**config.mk**
```make
export PLATFORM = sky130hd
export DESIGN_NAME = hs_ram_arbiter
export DESIGN_NICKNAME = d
export VERILOG_FILES = /design/src/rtl/hs_arb_pkg.sv /design/src/rtl/hs_ram_arbiter.sv
export SDC_FILE = /design/constraint.sdc
export NUM_CORES = 1
export LEC_CHECK = 0
export ABC_CLOCK_PERIOD_IN_PS = 2600
export BUFFER_PORTS_ARGS = -buffer_cell sky130_fd_sc_hd__clkbuf_2
export CORE_MARGIN = 2
export CORE_UTILIZATION = 30
export CTS_BUF_LIST = sky130_fd_sc_hd__clkbuf_16
export CTS_CLUSTER_DIAMETER = 50
export CTS_CLUSTER_SIZE = 20
export DETAILED_ROUTE_END_ITERATION = 6
export GPL_TIMING_DRIVEN = 0
export MAX_ROUTING_LAYER = met4
export PLACE_DENSITY_LB_ADDON = 0.08
export SLEW_MARGIN = 20
export SYNTH_ARGS = -nofsm -noshare
export SYNTH_HDL_FRONTEND = slang
export SYNTH_SLANG_ARGS = --single-unit
```
**constraint.sdc**
```tcl
create_clock -name CLK -period 2.6 [get_ports CLK]
set_input_delay 0.13 -clock CLK [delete_from_list [all_inputs] [get_ports CLK]]
set_output_delay 0.13 -clock CLK [all_outputs]
set_load 0.05 [all_outputs]
```
**src/rtl/hs_arb_pkg.sv**
```systemverilog
// Shared state type and limits for the hiscore / CPU work-RAM arbiter.
package hs_arb_pkg;

  typedef enum logic [2:0] {IDLE, REQ, SETTLE, GRANT, REL} hs_arb_state_t;

  localparam int unsigned RD_LAT_MAX = 3;

endpackage

```
**src/rtl/hs_ram_arbiter.sv**
```systemverilog
// Shares the single-port CPU work RAM between the Z80 and the hiscore engine via a pause handshake.
// Optional pause-ack timeout with sticky error flag is built when HSARB_TIMEOUT_EN is defined.
module hs_ram_arbiter #(
  parameter int unsigned AW     = 12,
  parameter int unsigned DW     = 8,
  parameter int unsigned RD_LAT = 1,
  parameter int unsigned SETTLE = 4
`ifdef HSARB_TIMEOUT_EN
  ,
  parameter int unsigned TMO_CYC = 4096
`endif
) (
  input  logic          CLK,
  input  logic          RESET,
  input  logic [AW-1:0] cpu_addr,
  input  logic [DW-1:0] cpu_din,
  input  logic          cpu_we,
  input  logic [AW-1:0] hs_address,
  input  logic [DW-1:0] hs_data_in,
  input  logic          hs_write_enable,
  input  logic          hs_access_read,
  input  logic          hs_access_write,
  input  logic          cpu_paused,
  output logic [AW-1:0] ram_addr,
  output logic [DW-1:0] ram_din,
  output logic          ram_we,
  output logic          hs_pause,
  output logic          hs_grant,
  output logic          hs_rd_valid,
  output logic          hs_error
);

  import hs_arb_pkg::*;

  localparam int unsigned RL     = (RD_LAT < 1) ? 1 :
                                   ((RD_LAT > RD_LAT_MAX) ? RD_LAT_MAX : RD_LAT);
  localparam int unsigned SW     = (SETTLE > 1) ? $clog2(SETTLE) : 1;
  localparam int unsigned SET_LD = (SETTLE > 0) ? SETTLE - 1 : 0;

  hs_arb_state_t state_q;
  logic          pause_q;
  logic          grant_q;
  logic [SW-1:0] cnt_q;
  logic [RL-1:0] rdv_q;
  logic          intent;
  logic          start_c;
  logic          tmo_hit_c;

  assign intent = hs_access_read | hs_access_write;

`ifdef HSARB_TIMEOUT_EN
  localparam int unsigned    TMO_W    = 12;
  localparam logic [TMO_W-1:0] TMO_LAST = TMO_W'(TMO_CYC - 1);

  logic [TMO_W-1:0] tmo_q;
  logic             err_q;
  logic             ign_q;

  // After a timeout the same intent level is ignored until it deasserts.
  assign start_c   = intent & ~ign_q;
  assign tmo_hit_c = (state_q == REQ) && intent && !cpu_paused && (tmo_q == TMO_LAST);
  assign hs_error  = err_q;

  always_ff @(posedge CLK or posedge RESET) begin
    if (RESET) begin
      tmo_q <= '0;
      err_q <= 1'b0;
      ign_q <= 1'b0;
    end else begin
      if (state_q == REQ) tmo_q <= tmo_q + TMO_W'(1);
      else                tmo_q <= '0;
      if (tmo_hit_c) begin
        err_q <= 1'b1;
        ign_q <= 1'b1;
      end else if (!intent) begin
        ign_q <= 1'b0;
      end
    end
  end
`else
  assign start_c   = intent;
  assign tmo_hit_c = 1'b0;
  assign hs_error  = 1'b0;
`endif

  // Handshake FSM; pause, grant and read-valid are all registered here.
  always_ff @(posedge CLK or posedge RESET) begin
    if (RESET) begin
      state_q <= IDLE;
      pause_q <= 1'b0;
      grant_q <= 1'b0;
      cnt_q   <= '0;
      rdv_q   <= '0;
    end else begin
      rdv_q <= RL'({rdv_q, grant_q & hs_access_read});
      case (state_q)
        IDLE: begin
          if (start_c) begin
            state_q <= REQ;
            pause_q <= 1'b1;
          end
        end
        REQ: begin
          if (!intent || tmo_hit_c) begin
            state_q <= IDLE;
            pause_q <= 1'b0;
          end else if (cpu_paused) begin
            state_q <= hs_arb_pkg::SETTLE;
            cnt_q   <= SW'(SET_LD);
          end
        end
        hs_arb_pkg::SETTLE: begin
          if (!intent || !cpu_paused) begin
            state_q <= REL;
          end else if (cnt_q == '0) begin
            state_q <= GRANT;
            grant_q <= 1'b1;
          end else begin
            cnt_q <= cnt_q - SW'(1);
          end
        end
        GRANT: begin
          if (!intent || !cpu_paused) begin
            state_q <= REL;
            grant_q <= 1'b0;
            rdv_q   <= '0;
          end
        end
        REL: begin
          state_q <= IDLE;
          pause_q <= 1'b0;
          rdv_q   <= '0;
        end
        default: begin
          state_q <= IDLE;
          pause_q <= 1'b0;
          grant_q <= 1'b0;
        end
      endcase
    end
  end

  // Grant doubles as the registered mux select; a dropped ack kills any hiscore write that cycle.
  assign ram_addr    = grant_q ? hs_address : cpu_addr;
  assign ram_din     = grant_q ? hs_data_in : cpu_din;
  assign ram_we      = grant_q ? (hs_write_enable & cpu_paused) : cpu_we;
  assign hs_pause    = pause_q;
  assign hs_grant    = grant_q;
  assign hs_rd_valid = rdv_q[RL-1];

endmodule
```
==> metrics.md, run 1 <==
| Metric | Value |
|---|---|
| Critical path arrival | 1.56 ns |
| WS Path Type | flip-flop to output port |
| Total wire length | 1947 µm |
| Outcome | completed |
| CP endpoint kind | output port |
| # fillers | 223 |
| Post-synth EDFFs | 0 |
| Routability congestion estimate | approximately 0.72 |
| Setup TNS | 0 ns |
| IO Pins | 72 |
| Syn Inst Count | 74 |
| All-Layer GR Usage | around 14% |
| Syn avg cell area | ~10 µm² |
| PortBufs | 70 |
| Overall die width | roughly 54 µm |
| Crit path launch type | flip-flop |
| Ys Warns | 0 |
| Multi-input logic area | 479.2 µm² |
| Final Critical Period | roughly 1.7 ns |
| Pleak | between 0.0006 and 0.0007 µW |
| N_diodes | 0 |
| Clk_skew | approximately 0.0028 ns |
| Clk sink count | 8 |
| Post-DR vias/cell | 4.653 |
| Row count | 17 |
| Final ANT Viol Nets | 0 |
| Main flop type after synthesis | dfrtp_1 |
| Max Slew Vio Count | 0 |
| Final Hold Viols | 0 |
| CTS Buf Count | 3 |
| CTS Root Cell | clkbuf_16 |
| RSZ-0062 raised after global routing | no |
| Yosys cell types | 26 |
| First-pass GRT wire length | ~3000 µm |
| DP Worst Slack | between 1 and 1.5 ns |
| Iter 0 DRT Violations | 9 |
| TritonRoute pass-1 iters | 4 |
| Crit share post-route | 65.14% |
| Vias in the first global route | roughly 700 |
| Asr flop ratio synth | 100.0% |
| CP required | approximately 2.5 ns |
| Starting Density | 32.33% |
| Hold_sp | hs_access_read |
| Worst r2r src | cnt_q[0]$_DFFE_PP0P_ |
| Share of post-route cells with drive strength above 1 | between 70% and 80% |
| H-Tree Level Count | 1 |
| # DRC | 0 |
| Setup-failing EPs final | 0 |
| Via Count | 819 |
| Max Cap Viol | 0 |
| Flops & latches, synth | 8 |
| Synth Cell Area | around 740 µm² |
| Die Ht | between 50 and 60 µm |
| Core ar. | roughly 2300 µm² |
| Worst min path class | input port to flip-flop |
| Finished Cell Area | around 1200 µm² |
| Most frequent cell after synthesis | mux2_2 |
| Max FO, Critical Path | 10 |
| Drt wl/cell | between 10 and 15 µm |
| Min setup slack post-route | about 0.91 ns |
| DP HPWL | between 1500 and 2000 µm |
| Initial antenna violation count | 0 |
| R2R Setup Slk | ~1.2 ns |
| Hold depth | 3 |
| # nets final | 198 |
| Max VDD drop | 0.0003773 V |
| Gr ovfl total | 0 |
| PD cells | 630.7 nW/µm² |
| Main area contributors after synthesis | mux2_2 (31%), dfrtp_1 (27%), a221oi_2 (4.1%), buf_4 (3.1%), o21ai_0 (2.7%) |
| Reg area | roughly 200 µm² |
| Top-area cell type share of the netlist area | 30.61% |
| Sequential share of the synthesized area | a little over a quarter |
| Post-synth top cells | mux2_2 (20), dfrtp_1 (8), inv_1 (5), nand2_1 (5), nor2_1 (5) |
| Die area | around 2900 µm² |
| Critical R2R Capture | cnt_q[1]$_DFFE_PP0P_ |
| TritonCTS clock tree | built |
| Clock latency on the worst-skew pair | 0.23 ns |
| Hold Path End | hs_rd_valid$_DFF_PP0_ |
| Worst-path clk slew | around 0.040 ns |
| Max Buffers Root-to-Sink | 2 |
| Maximum clock rate | 590.4 MHz |
| Postcts setup bufs | 0 |
| R2R cell count | 5 |
| Top cell type by total area after synthesis | mux2_2 |
| Placed Area | between 1000 and 1500 µm² |
| Post-Syn Nets | about 120 |
| Area growth syn-to-layout | 63.95% |
| Largest net degree at the start of global routing | 11 |
## what timing repair did
| action | in CTS | in global routing |
|---|---|---|
| hold buffers | 1 | 0 |
| hold endpoints to repair | 8 | 0 |
| gates resized for setup | 0 | 0 |
## worst max-delay path by stage
stage / slack, ns / from / end
global placement: 1.16 / hs_grant$_DFFE_PP0P_ / ram_addr[5]
finish: 0.91 / hs_grant$_DFFE_PP0P_ / ram_addr[7]
detailed placement: 1.13 / hs_grant$_DFFE_PP0P_ / ram_addr[7]
CTS: 0.89 / hs_grant$_DFFE_PP0P_ / ram_addr[7]
global route: 0.80 / hs_grant$_DFFE_PP0P_ / ram_addr[7]
floorplan: 0.40 / hs_grant$_DFFE_PP0P_ / ram_we
## stage by stage
| stage | util (%) | total power, µW | instances | hold slack (ns) |
|---|---|---|---|---|
| detailed placement | 49.26 | 510.8 | 172 | 0.07665 |
| CTS | 53.00 | 768.5 | 176 | 0.1789 |
| global placement | 49.26 | 503.5 | 172 | 0.07655 |
| finish | 53.00 | 760.7 | 176 | 0.1860 |
| floorplan | - | 426.1 | 74 | -0.05434 |
| global route | 53.00 | 805.6 | 176 | 0.2097 |
## sequential cells by signal, indices dropped and copies added, names as in the netlist
register / flops
hs_rd_valid: 1
hs_grant: 1
cnt_q: 2
hs_pause: 1
state_q: 3
## layer usage
metal	vias up	share of wire [%]	track usage [%]
met5	-	0	-
met4	0	0	7.692
met3	0	10	1.695
met2	44	50	24.07
met1	360	40	16.61
li1	415	-	-
## power breakdown
part | leakage [µW] | total, µW | internal (µW) | switching, µW
sequential | 0.0000965 | 172 | 154 | 17.8
clock | 0.0000370 | 252 | 198 | 54.3
combinational | 0.000530 | 337 | 126 | 211
total | 0.000664 | 761 | 478 | 283
## worst max-delay path: stages (launching register included)
cell      delay, ns
dfrtp_1        0.33
buf_2          0.16
buf_2          0.25
mux2_2         0.36
clkbuf_2       0.24
## final cells by class
cell class	count	share of cell area [%]
inverters	5	1.556
well taps	28	2.905
clock buffers	3	6.224
repair buffers	71	29.88
multi-input cells	55	39.73
plain buffers	6	3.112
flip-flops and latches	8	16.60
## layout by cell type, fill, tap and decap left out
cell type / instances
nand4_1: 1
and2b_1: 2
inv_1: 5
nand3_1: 1
a21oi_1: 2
and2_1: 1
o211ai_2: 1
and4_4: 1
dlygate4sd3_1: 1
nor2_1: 5
a211oi_2: 1
nand3b_1: 1
o211ai_1: 1
buf_4: 3
ha_1: 1
o21a_2: 1
buf_2: 3
nand2_1: 5
dfrtp_1: 8
o21ba_4: 1
o21ai_0: 4
conb_1: 1
clkbuf_2: 70
clkbuf_16: 3
o41ai_1: 1
a221oi_2: 2
and4_1: 1
nor2b_4: 1
mux2_2: 20
## cell families after synthesis
kind of cell / synth area share, %
flip-flops: 27.21
buffers and inverters: 7.653
multiplexers: 30.61
adder cells (fa/ha/maj): 1.700
other: 0.5097
AO/OA/AOI/OAI: 17.18
AND/OR/NAND/NOR: 15.14
No activity file was read; power rests on OpenSTA's default activity.
==> run 2, diff against run 1 <==
Settings changed: ABC_CLOCK_PERIOD_IN_PS 2600 to 1450.
Clock period 2.6 ns to 1.45 ns, I/O delays scaled along.
==> run 2 against run 1 <==
Effect of this change:
- hold slack got worse by 0.058 ns
- non-clock buffer count rose by 1
- core utilization rose by 3.2 points
- power rose by 85%
- design area rose by 6.1%
- register-to-register slack got worse by 1.1 ns
- first-iteration DRC count fell by 56%
- die area did not move
- global-route usage rose by 0.99 points
- clock-buffer cell count did not move
- cell count rose by 1.1%
- largest cell class unchanged
==> metrics.md, run 2 (synthesized netlist as in run 1, its figures left out) <==
| Metric | Value |
|---|---|
| Die Ht | 53.52 µm (unchanged) |
| CTS Buf Count | 3 (unchanged) |
| Worst-path clk slew | 0.04 ns (about the same) |
| DP HPWL | 1750 µm (+4.5%) |
| First-pass GRT wire length | 3077 µm (+4.2%) |
| Max Buffers Root-to-Sink | 2 (unchanged) |
| # DRC | 0 (unchanged) |
| N_diodes | 0 (unchanged) |
| RSZ-0062 raised after global routing | yes |
| Crit path launch type | flip-flop |
| H-Tree Level Count | 1 (unchanged) |
| # fillers | 213 (-4.5%) |
| DP Worst Slack | 0.02063 ns (-1.114 ns) |
| Critical path arrival | 1.34 ns (-0.22 ns) |
| Clock latency on the worst-skew pair | 0.23 ns (about the same) |
| Share of post-route cells with drive strength above 1 | 74.00% (+1.7 points) |
| Commonest cells after routing, fill and taps aside | clkbuf_2 (54), mux2_2 (20), buf_4 (11) |
| Via Count | 837 (+2.2%) |
| Largest net degree at the start of global routing | 11 (unchanged) |
| Util after Layout | 56.24% (+3.2 points) |
| Worst min path class | input port to flip-flop |
| Starting Density | 32.33% (unchanged) |
| TritonCTS clock tree | built |
| CP required | 1.38 ns (-1.09 ns) |
| Core ar. | 2276 µm² (unchanged) |
| TritonRoute pass-1 iters | 3 (-1) |
| Max FFs per register | 3 (unchanged) |
| Max Slew Vio Count | 0 (unchanged) |
| Max FO, Critical Path | 10 (unchanged) |
| Reg area | 201.4 µm² (+0.62%) |
| # nets final | 199 (+0.51%) |
| Post-DR vias/cell | 4.702 (+1.0%) |
| Biggest register | state_q |
| Overall die width | 53.52 µm (unchanged) |
| All-Layer GR Usage | 15.35% (+0.99 points) |
| Clk_skew | 0.002557 ns (-0.0002794 ns) |
| Max Cap Viol | 0 (unchanged) |
| Min setup slack post-route | 0.03869 ns (-0.8676 ns) |
| Iter 0 DRT Violations | 4 (-5) |
| Area growth syn-to-layout | 73.98% |
| Clk sink count | 8 (unchanged) |
| Initial antenna violation count | 0 (unchanged) |
| Setup TNS | 0 ns (unchanged) |
| Placed Area | 1126 µm² (+0.45%) |
| Routability congestion estimate | 0.6776 (-6.3%) |
| CP endpoint kind | output port |
| PortBufs | 70 (unchanged) |
| Vias in the first global route | 741 (+4.5%) |
| Final Hold Viols | 0 (unchanged) |
| Biggest regs | state_q: 3 flops, cnt_q: 2 flops |
| Final ANT Viol Nets | 0 (unchanged) |
| Setup-failing EPs final | 0 (unchanged) |
| Crit share post-route | a little under 100% |
| Outcome | completed |
| PD cells | 1102 nW/µm² (+75%) |
| Most common cell after layout, fill and taps aside | clkbuf_2 |
| Final Critical Period | around 1.4 ns |
| Gr ovfl total | 0 (unchanged) |
| Finished Cell Area | 1280 µm² (+6.1%) |
| IO Pins | 72 (unchanged) |
| Max VDD drop | 0.0006845 V (+81%) |
| Row count | 17 (unchanged) |
| Multi-input logic area | 485.5 µm² (+1.3%) |
| Maximum clock rate | 708.6 MHz |
| Die area | 2864 µm² (unchanged) |
| Pleak | 0.0006811 µW (+2.6%) |
| Drt wl/cell | 11.67 µm (+5.5%) |
| Total wire length | 2077 µm (+6.7%) |
| CTS Root Cell | clkbuf_16 |
| WS Path Type | flip-flop to output port |
run 2: cell count changes in the layout (fill, tap and decap cells not counted), moves of 2 or more:
cell and delta:
clkbuf_2 -16, clkbuf_4 +10, buf_4 +8, buf_6 +2, buf_2 -3
run 2: critical path: stages (launching register included):
cell and delay [ns]:
dfrtp_2 0.40, buf_6 0.16, mux2_2 0.34, clkbuf_4 0.21
run 2: final cells by class:
type | count | share of cell area [%]
inverters | 5 | 1.466
well taps | 28 | 2.737
flip-flops and latches | 8 | 15.74
clock inverters | 1 | 0.2933
repair buffers | 73 | 32.45
plain buffers | 5 | 3.519
clock buffers | 3 | 5.865
multi-input cells | 55 | 37.93
run 2: worst paths after layout:
kind	startpoint	to	slack, ns	cells past startpoint
min in group asynchronous	RESET	state_q[0]$_DFFE_PP0P_	0.31	3
min	hs_access_read	hs_rd_valid$_DFF_PP0_	0.13	3
max reg2reg	cnt_q[0]$_DFFE_PP0P_	cnt_q[1]$_DFFE_PP0P_	0.12	5
max in group asynchronous	RESET	hs_grant$_DFFE_PP0P_	0.88	3
max	hs_grant$_DFFE_PP0P_	ram_addr[4]	0.04	3
min reg2reg	state_q[2]$_DFFE_PP0P_	hs_pause$_DFFE_PP0P_	0.52	1
run 2: metal layers:
layer | vias up | GRT usage, % | wire length, µm
met5 | - | - | 0
met4 | 0 | 7.692 | 26
met3 | 4 | 2.825 | 172
met2 | 49 | 24.90 | 1059
met1 | 371 | 18.07 | 819
li1 | 413 | - | -
run 2: timing repair:
item | CTS | global route
buffers inserted | 2 | 0
pin swaps | 0 | 0
gates cloned | 0 | 0
endpoints found under the setup margin | 17 | 11
gates resized for setup | 20 | 7
endpoints found under the hold margin | 8 | 0
hold buffers | 1 | 0
run 2: power by group:
part / internal (µW) / total (µW) / leakage (µW) / switching, µW
Sequential: 276 / 306 / 0.0000948 / 30.1
Combinational: 250 / 633 / 0.000544 / 383
Clock: 359 / 472 / 0.0000423 / 112
run 2: per-stage QoR:
step	hold WS (ns)	instances	power, µW
2_1_floorplan	-0.1119	74	765.7
3_3_place_gp	0.01945	172	904.3
3_5_place_dp	0.01962	172	920.1
4_1_cts	0.1226	178	1421
5_1_grt	0.1450	178	1500
6_report	0.1285	178	1411
